==> config.mk <==
export PLATFORM = sky130hd
export DESIGN_NAME = input_port_ctrl_vc
export DESIGN_NICKNAME = d
export VERILOG_FILES = /design/src/rtl/input_port_ctrl_vc.sv
export SDC_FILE = /design/constraint.sdc
export NUM_CORES = 1
export LEC_CHECK = 0
export CAP_MARGIN = 10
export CELL_PAD_IN_SITES_DETAIL_PLACEMENT = 0
export CELL_PAD_IN_SITES_GLOBAL_PLACEMENT = 1
export CORE_ASPECT_RATIO = 0.6
export CORE_MARGIN = 2
export CORE_UTILIZATION = 30
export DETAILED_ROUTE_END_ITERATION = 16
export PLACE_DENSITY_LB_ADDON = 0.1
export SETUP_SLACK_MARGIN = 0.05
export SYNTH_ARGS = -nofsm -noshare
export SYNTH_HDL_FRONTEND = slang
export SYNTH_SLANG_ARGS = --single-unit
==> constraint.sdc <==
create_clock -name clk -period 9.25 [get_ports clk]
set_input_delay 2.3125 -clock clk [delete_from_list [all_inputs] [get_ports clk]]
set_output_delay 2.3125 -clock clk [all_outputs]
set_load 0.01 [all_outputs]
==> src/rtl/input_port_ctrl_vc.sv <==
// Router input-port controller: two per-VC FIFOs filled on the polarity slot and drained on the
// opposite slot, with XY dimension-order routing, hop-count update and U-turn drop on the egress head.
module input_port_ctrl_vc #(
    parameter int DATA_W   = 64,
    parameter int DEPTH    = 2,
    parameter int HX_LSB   = 52,
    parameter int HY_LSB   = 48,
    parameter int IDX_N    = 0,
    parameter int IDX_S    = 1,
    parameter int IDX_E    = 2,
    parameter int IDX_W    = 3,
    parameter int IDX_L    = 4,
    parameter int SELF_IDX = 5
) (
    input  logic                         clk,
    input  logic                         reset,
    input  logic                         polarity,
    input  logic                         upstream_si,
    input  logic [DATA_W-1:0]            upstream_di,
    output logic                         upstream_ri,
    input  logic [4:0]                   out_ready,
    output logic [4:0]                   out_valid,
    output logic [DATA_W-1:0]            out_data,
    output logic                         vc_err,
    output logic [$clog2(DEPTH+1)-1:0]   occ0,
    output logic [$clog2(DEPTH+1)-1:0]   occ1,
    output logic [7:0]                   drop_cnt
);

    localparam int OCC_W = $clog2(DEPTH + 1);
    localparam int PTR_W = (DEPTH > 1) ? $clog2(DEPTH) : 1;

    logic [DATA_W-1:0] r_mem [2][DEPTH];
    logic [PTR_W-1:0]  r_wp [2];
    logic [PTR_W-1:0]  r_rp [2];
    logic [OCC_W-1:0]  r_occ [2];
    logic              r_vcErr;
    logic [7:0]        r_dropCnt;

    logic              w_inVc;
    logic              w_outVc;
    logic              w_wr;
    logic              w_vcMis;
    logic              w_hasHead;
    logic [DATA_W-1:0] w_head;
    logic [DATA_W-1:0] w_newHead;
    logic signed [3:0] w_hopX;
    logic signed [3:0] w_hopY;
    logic [2:0]        w_dir;
    logic              w_drop;
    logic [4:0]        w_sel;
    logic              w_pop;

    function automatic logic [PTR_W-1:0] nextPtr(input logic [PTR_W-1:0] p);
        return (p == PTR_W'(DEPTH - 1)) ? '0 : p + 1'b1;
    endfunction

    // Ingress and egress always use opposite VCs, so one VC is never written and read together.
    assign w_inVc      = polarity;
    assign w_outVc     = ~polarity;
    assign upstream_ri = (r_occ[w_inVc] < OCC_W'(DEPTH));
    assign w_wr        = upstream_si & upstream_ri & (upstream_di[DATA_W-1] == polarity);
    assign w_vcMis     = upstream_si & (upstream_di[DATA_W-1] != polarity);
    assign w_hasHead   = (r_occ[w_outVc] != '0);
    assign w_head      = r_mem[w_outVc][r_rp[w_outVc]];

    always_comb begin
        w_hopX    = w_head[HX_LSB +: 4];
        w_hopY    = w_head[HY_LSB +: 4];
        w_newHead = w_head;
        w_dir     = 3'(IDX_L);
        if (w_hopX > 0) begin
            w_dir                  = 3'(IDX_E);
            w_newHead[HX_LSB +: 4] = w_hopX - 4'sd1;
        end else if (w_hopX < 0) begin
            w_dir                  = 3'(IDX_W);
            w_newHead[HX_LSB +: 4] = w_hopX + 4'sd1;
        end else if (w_hopY > 0) begin
            w_dir                  = 3'(IDX_N);
            w_newHead[HY_LSB +: 4] = w_hopY - 4'sd1;
        end else if (w_hopY < 0) begin
            w_dir                  = 3'(IDX_S);
            w_newHead[HY_LSB +: 4] = w_hopY + 4'sd1;
        end
    end

    // A head that would turn back through the port it arrived on is discarded instead of offered.
    assign w_drop    = w_hasHead & (w_dir == 3'(SELF_IDX));
    assign w_sel     = 5'(1) << w_dir;
    assign out_valid = (w_hasHead & ~w_drop) ? w_sel : '0;
    assign out_data  = (|out_valid) ? w_newHead : '0;
    assign w_pop     = (|(out_valid & out_ready)) | w_drop;

    always_ff @(posedge clk) begin
        if (w_wr) begin
            r_mem[w_inVc][r_wp[w_inVc]] <= upstream_di;
        end
    end

    always_ff @(posedge clk) begin
        if (reset) begin
            for (int v = 0; v < 2; v++) begin
                r_wp[v]  <= '0;
                r_rp[v]  <= '0;
                r_occ[v] <= '0;
            end
            r_vcErr   <= 1'b0;
            r_dropCnt <= '0;
        end else begin
            r_vcErr <= w_vcMis;
            if (w_wr) begin
                r_wp[w_inVc]  <= nextPtr(r_wp[w_inVc]);
                r_occ[w_inVc] <= r_occ[w_inVc] + 1'b1;
            end
            if (w_pop) begin
                r_rp[w_outVc]  <= nextPtr(r_rp[w_outVc]);
                r_occ[w_outVc] <= r_occ[w_outVc] - 1'b1;
            end
            if (w_drop && (r_dropCnt != 8'hFF)) begin
                r_dropCnt <= r_dropCnt + 8'd1;
            end
        end
    end

    assign occ0     = r_occ[0];
    assign occ1     = r_occ[1];
    assign vc_err   = r_vcErr;
    assign drop_cnt = r_dropCnt;

endmodule

==> flow_metrics.tcl <==
set metrics [dict create \
    status "finished clean" \
    wire_per_inst_um 20.1 \
    power.density_nw_per_um2 200 \
    max_freq_ghz 0.127 \
    dieArea_um2 38700 \
    finalSetupViolations 0 \
    yosys_register_bits 273 \
    r2r_setup_slack_ns 5.40 \
    drtIter0Drc 305 \
    fin_setup_tns_ns 0 \
    synth_cells 689 \
    first_pass_iters 5 \
    diodes 0 \
    final.period_utilization_pct 85.3 \
    reg2reg_from "r_rp[0]" \
    rr_worst_depth 9 \
    placeableCoreArea_um2 36400 \
    htreeDepth 1 \
    totalWireLength_mm 26.8 \
    cts_setup_buffers 0 \
    dr_total_vias 6421 \
    worstPathMaxFanout 62 \
    row_count 54 \
    cp-start-kind "input port" \
    max_cap_viol_count 0 \
    synth_area_um2 11100 \
    cts_sinks 273 \
    end_kind "output port" \
    die_x_um 253 \
    hold_path.class "reg2reg" \
    path_class "in2out" \
    ys_types 44 \
    holdBufCountCts 0 \
    synth.avg_cell_area_um2 16.1 \
    synth_top_cell_by_area "edfxtp_1" \
    instances_no_fill 1333 \
    worstHoldPathCells 1 \
    cts_buffer_depth 3 \
    cts_tree "built" \
    die_h_um 153 \
    synthArstFlopShare_pct 0 \
    r2r_end "r_occ[1][0]" \
    slew-limit-headroom_pct 26.9 \
    synth_top_area_share_pct 71.3 \
    post-dp-hpwl_mm 15.1 \
    nNetsFinal 915 \
    synth_fp_nets 768 \
    place_inst 1281 \
    clock_skew_ns 0.0126 \
    irDropWorstVdd_uv 125 \
    synth_edf_count 264 \
    seq_area_frac_synth_pct 72.9 \
    drtAntennaViolNets 0 \
    viasPerCell 4.82 \
    postCtsResizedCells 0 \
    grt_max_degree 90 \
    io_buffers 155 \
    rsz0062_at_grt "no" \
    cts_buffers 29 \
    hold_viol 0 \
    initial_core_util_pct 30.5 \
    timing.final.crit_period_ns 7.89 \
    overflow 0 \
    drc 0 \
    critPathArrivalTime_ns 5.58 \
    cp.required_ns 6.94 \
    worst_pin_slew_ns 1.10 \
    leakage_uw 0.00446 \
    min_from "drop_cnt[5]" \
    clkTransAtPathRegs_ns 0.06 \
    syn_to_final_growth_pct 25.9 \
    synth_top_flop_cell "edfxtp_1" \
    synth_area_leaders "edfxtp_1 71%, a211oi_1 8.0%, mux2i_1 6.6%, nor2b_1 3.9%, dfxtp_1 1.6%" \
    cts_root_buf "clkbuf_16" \
    clock_latency_ns 0.55 \
    synth_most_common_cell "edfxtp_1" \
    grtUsageTotal_pct 13.7 \
    slew_viol_final 0 \
    netlist_top_cells_count "264 x edfxtp_1, 118 x a211oi_1, 73 x mux2i_1, 69 x nor2b_1, 31 x clkbuf_1" \
    grt_pass1_vias 6754 \
    io_pins 156 \
    antenna_found_initial 0 \
    grt_pass1_wl_mm 40.3 \
    yosys_warnings 0 \
    gp_congestion 0.747 \
    whs_endpoint "drop_cnt[5]" \
    drive_gt1_share_pct 7.58 \
]
cell families (layout without fill, tap and decap cells):
| group | count (synthesis) | in the layout | synth area share (%) |
|---|---|---|---|
| muxes | 77 | 77 | 7.01 |
| adders and majority gates | 6 | 6 | 0.675 |
| DFF | 273 | 273 | 72.9 |
| xor gates and xnor gates | 3 | 3 | 0.236 |
| buffers and inverters | 55 | 223 | 2.26 |
| AOI/OAI and AO/OA | 152 | 152 | 10.5 |
| and+or+nand+nor | 123 | 123 | 6.43 |
worst max-delay path by stage:
| stage | slack (ns) | startpoint | to | depth (start not counted) |
|---|---|---|---|---|
| finish | 1.36 | polarity | out_data[51] | 10 |
| floorplan | 2.33 | polarity | out_data[51] | 12 |
| global placement | 1.48 | polarity | out_data[51] | 10 |
| global route | 1.06 | polarity | out_data[48] | 9 |
| CTS | 1.28 | polarity | out_data[51] | 10 |
| detailed placement | 1.31 | polarity | out_data[51] | 10 |
per-layer routing:
layer,vias up,share of wire [%],GRT usage [%]
li1,3019,-,-
met1,3269,47,18.7
met5,-,0,0
met3,31,3.9,3.03
met4,0,1.5,2.73
met2,102,47,22.5
per-stage QoR:
step                      hold WS (ns)  instance area [µm²]  total power [µW]  utilization, %  worst slack, ns
after global routing             0.478                14000              2920            38.5             1.06
after global placement           0.453                13200              1770            36.1             1.48
final                            0.465                14000              2800            38.5             1.36
after floorplan                  0.492                11100              1590               -             2.33
after CTS                        0.470                14000              2840            38.5             1.28
after detailed placement         0.458                13200              1780            36.1             1.31
worst max-delay path, stage by stage:
cell and delay (ns):
buf_4 0.58, a21oi_1 0.32, inv_1 0.14, ha_1 0.20, nand2_1 0.09, or3_1 0.47
nor2_1 0.21, a21oi_1 0.08, a2111oi_0 0.50, clkdlybuf4s50_1 0.63
placed cells by master (no fill, tap or decap), types with 3 or more instances in the layout:
cell type / synthesis / routed
mux2_2: 3 / 3
mux2i_1: 73 / 73
inv_1: 5 / 5
edfxtp_1: 264 / 264
or3_1: 3 / 3
nor3_2: 3 / 3
o21bai_1: 4 / 4
o41ai_2: 3 / 3
a211oi_1: 118 / 118
nand2b_1: 4 / 4
buf_4: 0 / 11
a21oi_1: 12 / 12
dfxtp_1: 9 / 9
clkdlybuf4s50_1: 0 / 154
ha_1: 6 / 5
clkinv_1: 0 / 9
o21ai_0: 3 / 3
nand2_1: 6 / 6
clkbuf_16: 0 / 29
nor2_1: 19 / 17
nor2b_1: 69 / 69
nor3_1: 8 / 8
clkbuf_1: 31 / 8
layout make-up:
type | instances | area (µm²)
Inverter | 6 | 22.5
Clock buffer | 37 | 756
Clock inverter | 15 | 97.6
Tap cell | 476 | 596
Multi-Input combinational cell | 361 | 2800
Fill cell | 3348 | 22400
Sequential cell | 273 | 8110
Timing Repair Buffer | 165 | 1620
report_power, final:
part / total (µW) / switching, µW / internal (µW)
clock network: 1050 / 454 / 600
registers: 1390 / 9.71 / 1380
logic: 353 / 191 / 162
total: 2800 / 656 / 2140
sequential cells by signal (all words and copies together), names as in the netlist:
register  cells
r_wp          2
r_mem       256
drop_cnt      8
r_occ         4
r_rp          2
vc_err        1
Note: power is estimated with default switching activity, not from simulation.
==> RTL edit, RTL diff (same settings) <==
Set the parameter `HY_LSB` to 24 (it was 48).
--- a/src/rtl/input_port_ctrl_vc.sv
+++ b/src/rtl/input_port_ctrl_vc.sv
@@ -5,5 +5,5 @@
     parameter int DEPTH    = 2,
     parameter int HX_LSB   = 52,
-    parameter int HY_LSB   = 48,
+    parameter int HY_LSB   = 24,
     parameter int IDX_N    = 0,
     parameter int IDX_S    = 1,
Function: changed (a bounded check fails within 4 cycles, from zero or initial values and one cycle with reset high).
==> RTL edit against the original RTL <==
Total power grew 3.6%; clock power grew 8%; largest cell class unchanged; sequential cell count is the same; worst setup slack gained 0.29 ns; wire length shrank 1.0%; utilization grew 0.37 points; register-to-register slack gained 0.40 ns; worst hold slack gained 0.0019 ns; cell area grew 1.3%; largest power group unchanged; via count grew 1.4%; synthesized cell count grew 1.2%; synthesized area grew 0.71%.
==> RTL edit: results (changes against the original RTL) <==
Status
  • Status: finished, final reports clean (unchanged)

Place
  • Placement Cell Area: 13,270 µm² (was 13,150 µm²)
  • Post-detail-place hpwl: 15,190 µm (was 15,060 µm)
  • Gp weighted congestion: 0.7186 (was 0.7468)
  • Pre-CTS setup slack: 1.675 ns (was 1.311 ns)

Worst setup path
  • CP max stage delay: 0.61 ns (was 0.63 ns)
  • CP Max Fanout: 43 (was 62)

Clocking
  • Num CTS Buffers: 28 (was 29)

Logic synthesis
  • Sequential fraction of the synthesis area: 0.7239 (was 0.7290)
  • Synth unique cells: 51 (was 44)
  • Synth Net Count: 776 (was 768)
  • Area contributors post-synth: edfxtp_1, a211oi_1, mux2i_1, nor2b_1, dfxtp_1 (unchanged)
  • Commonest cells post-synth: edfxtp_1, a211oi_1, mux2i_1 (unchanged)

Cells and area
  • Layout cells sized above 1: 0.09038 (was 0.07585)
  • Fillcell total: 3,372 (was 3,348)

Power and ir drop
  • P_leak: 4.520 nW (was 4.463 nW)
  • Max VDD drop: 0.0001303 V (was 0.0001247 V)
  • Pint: 2.224 mW (was 2.144 mW)

GRT
  • Met2 Use GR: 0.2357 (was 0.2250)
  • GR Util met3: 0.02878 (was 0.03031)
  • Largest net degree at the start of global routing: 92 (was 90)
  • Initial antenna violation count: 1 (was 0)
  • M1 GR Usage: 0.1716 (was 0.1870)
  • Vias in the first global route: 6,775 (was 6,754)

Timing
  • Clock Skew: 0.02667 ns (was 0.01260 ns)
  • Least-Margin Pin Slew: 1.117 ns (was 1.097 ns)

Route
  • WL/cell: 19.35 µm (was 20.07 µm)
  • Drt pass-1 iters: 4 (was 5)
  • Detailed-route vias per instance: 4.760 (was 4.817)
  • 1st-iter DRT viols: 210 (was 305)
==> RTL edit: cell count changes in the layout (fill, tap and decap cells not counted), moves of 3 or more <==
cell       before  now
nor2_1         17    8
nand2_1         6   11
a21oi_1        12    8
clkinv_1        9    5
clkinv_2        2    6
o21ai_0         3    7
a211oi_1      118  115
bufinv_16       1    4
clkbuf_1        8    5
inv_1           5    8
mux2_2          3    6
nor2b_1        69   66
o21a_1          0    3
==> RTL edit: metal layers <==
layer | part of all wire | vias to the layer above
li1 | - | 3046
met1 | 0.45 | 3319
met2 | 0.49 | 110
met3 | 0.041 | 36
met4 | 0.019 | 0
met5 | 0 | -
==> RTL edit: kinds of logic (layout without fill, tap and decap cells) <==
family	Yosys count	in the layout	synth area share
AOI/OAI and AO/OA	153	153	0.1057
xor gates and xnor gates	3	3	0.002346
adders and majority gates	6	6	0.006702
buffers and inverters	59	225	0.02368
DFF	273	273	0.7239
muxes	80	80	0.07250
other	0	1	0
and+or+nand+nor	123	123	0.06524
==> RTL edit: power groups by stage <==
stage	combinational, mW	sequential, mW	clock, mW
after global placement	0.378	1.42	0
after detailed placement	0.382	1.42	0
after CTS	0.384	1.39	1.17
after global routing	0.406	1.39	1.22
final	0.374	1.39	1.13
after floorplan	0.184	1.42	0
==> RTL edit: per-stage QoR <==
| step | hold slack, ns | std cells |
|---|---|---|
| 6_report | 0.4667 | 1368 |
| 4_1_cts | 0.4675 | 1367 |
| 2_1_floorplan | 0.4922 | 697 |
| 5_1_grt | 0.4896 | 1368 |
| 3_5_place_dp | 0.4566 | 1316 |
| 3_3_place_gp | 0.4579 | 1316 |
==> RTL edit: cell type report <==
| class | instances | area, µm² | area share |
|---|---|---|---|
| Sequential cell | 273 | 8108 | 0.5713 |
| Multi-Input combinational cell | 365 | 2870 | 0.2022 |
| Timing Repair Buffer | 165 | 1624 | 0.1144 |
| Clock buffer | 33 | 719.4 | 0.05069 |
| Tap cell | 504 | 630.6 | 0.04443 |
| Clock inverter | 18 | 203.9 | 0.01437 |
| Inverter | 9 | 33.78 | 0.002380 |
| Antenna cell | 1 | 2.502 | 0.0001763 |
==> RTL edit: final timing paths <==
check / startpoint / endpoint / slack (ns) / cells past startpoint
worst max-delay path: polarity / out_data[26] / 1.65 / 9
worst min-delay path: drop_cnt[1] / drop_cnt[1] / 0.47 / 1
worst max register to register: r_rp[1] / r_occ[1][1] / 5.80 / 7
worst min register to register: drop_cnt[1] / drop_cnt[1] / 0.47 / 1
==> RTL edit: critical path: cells and delay by family <==
family | cells | cell delay, ns
compound gates | 2 | 0.36
buf+inv | 3 | 1.54
mux | 3 | 0.95
simple gates | 1 | 0.06
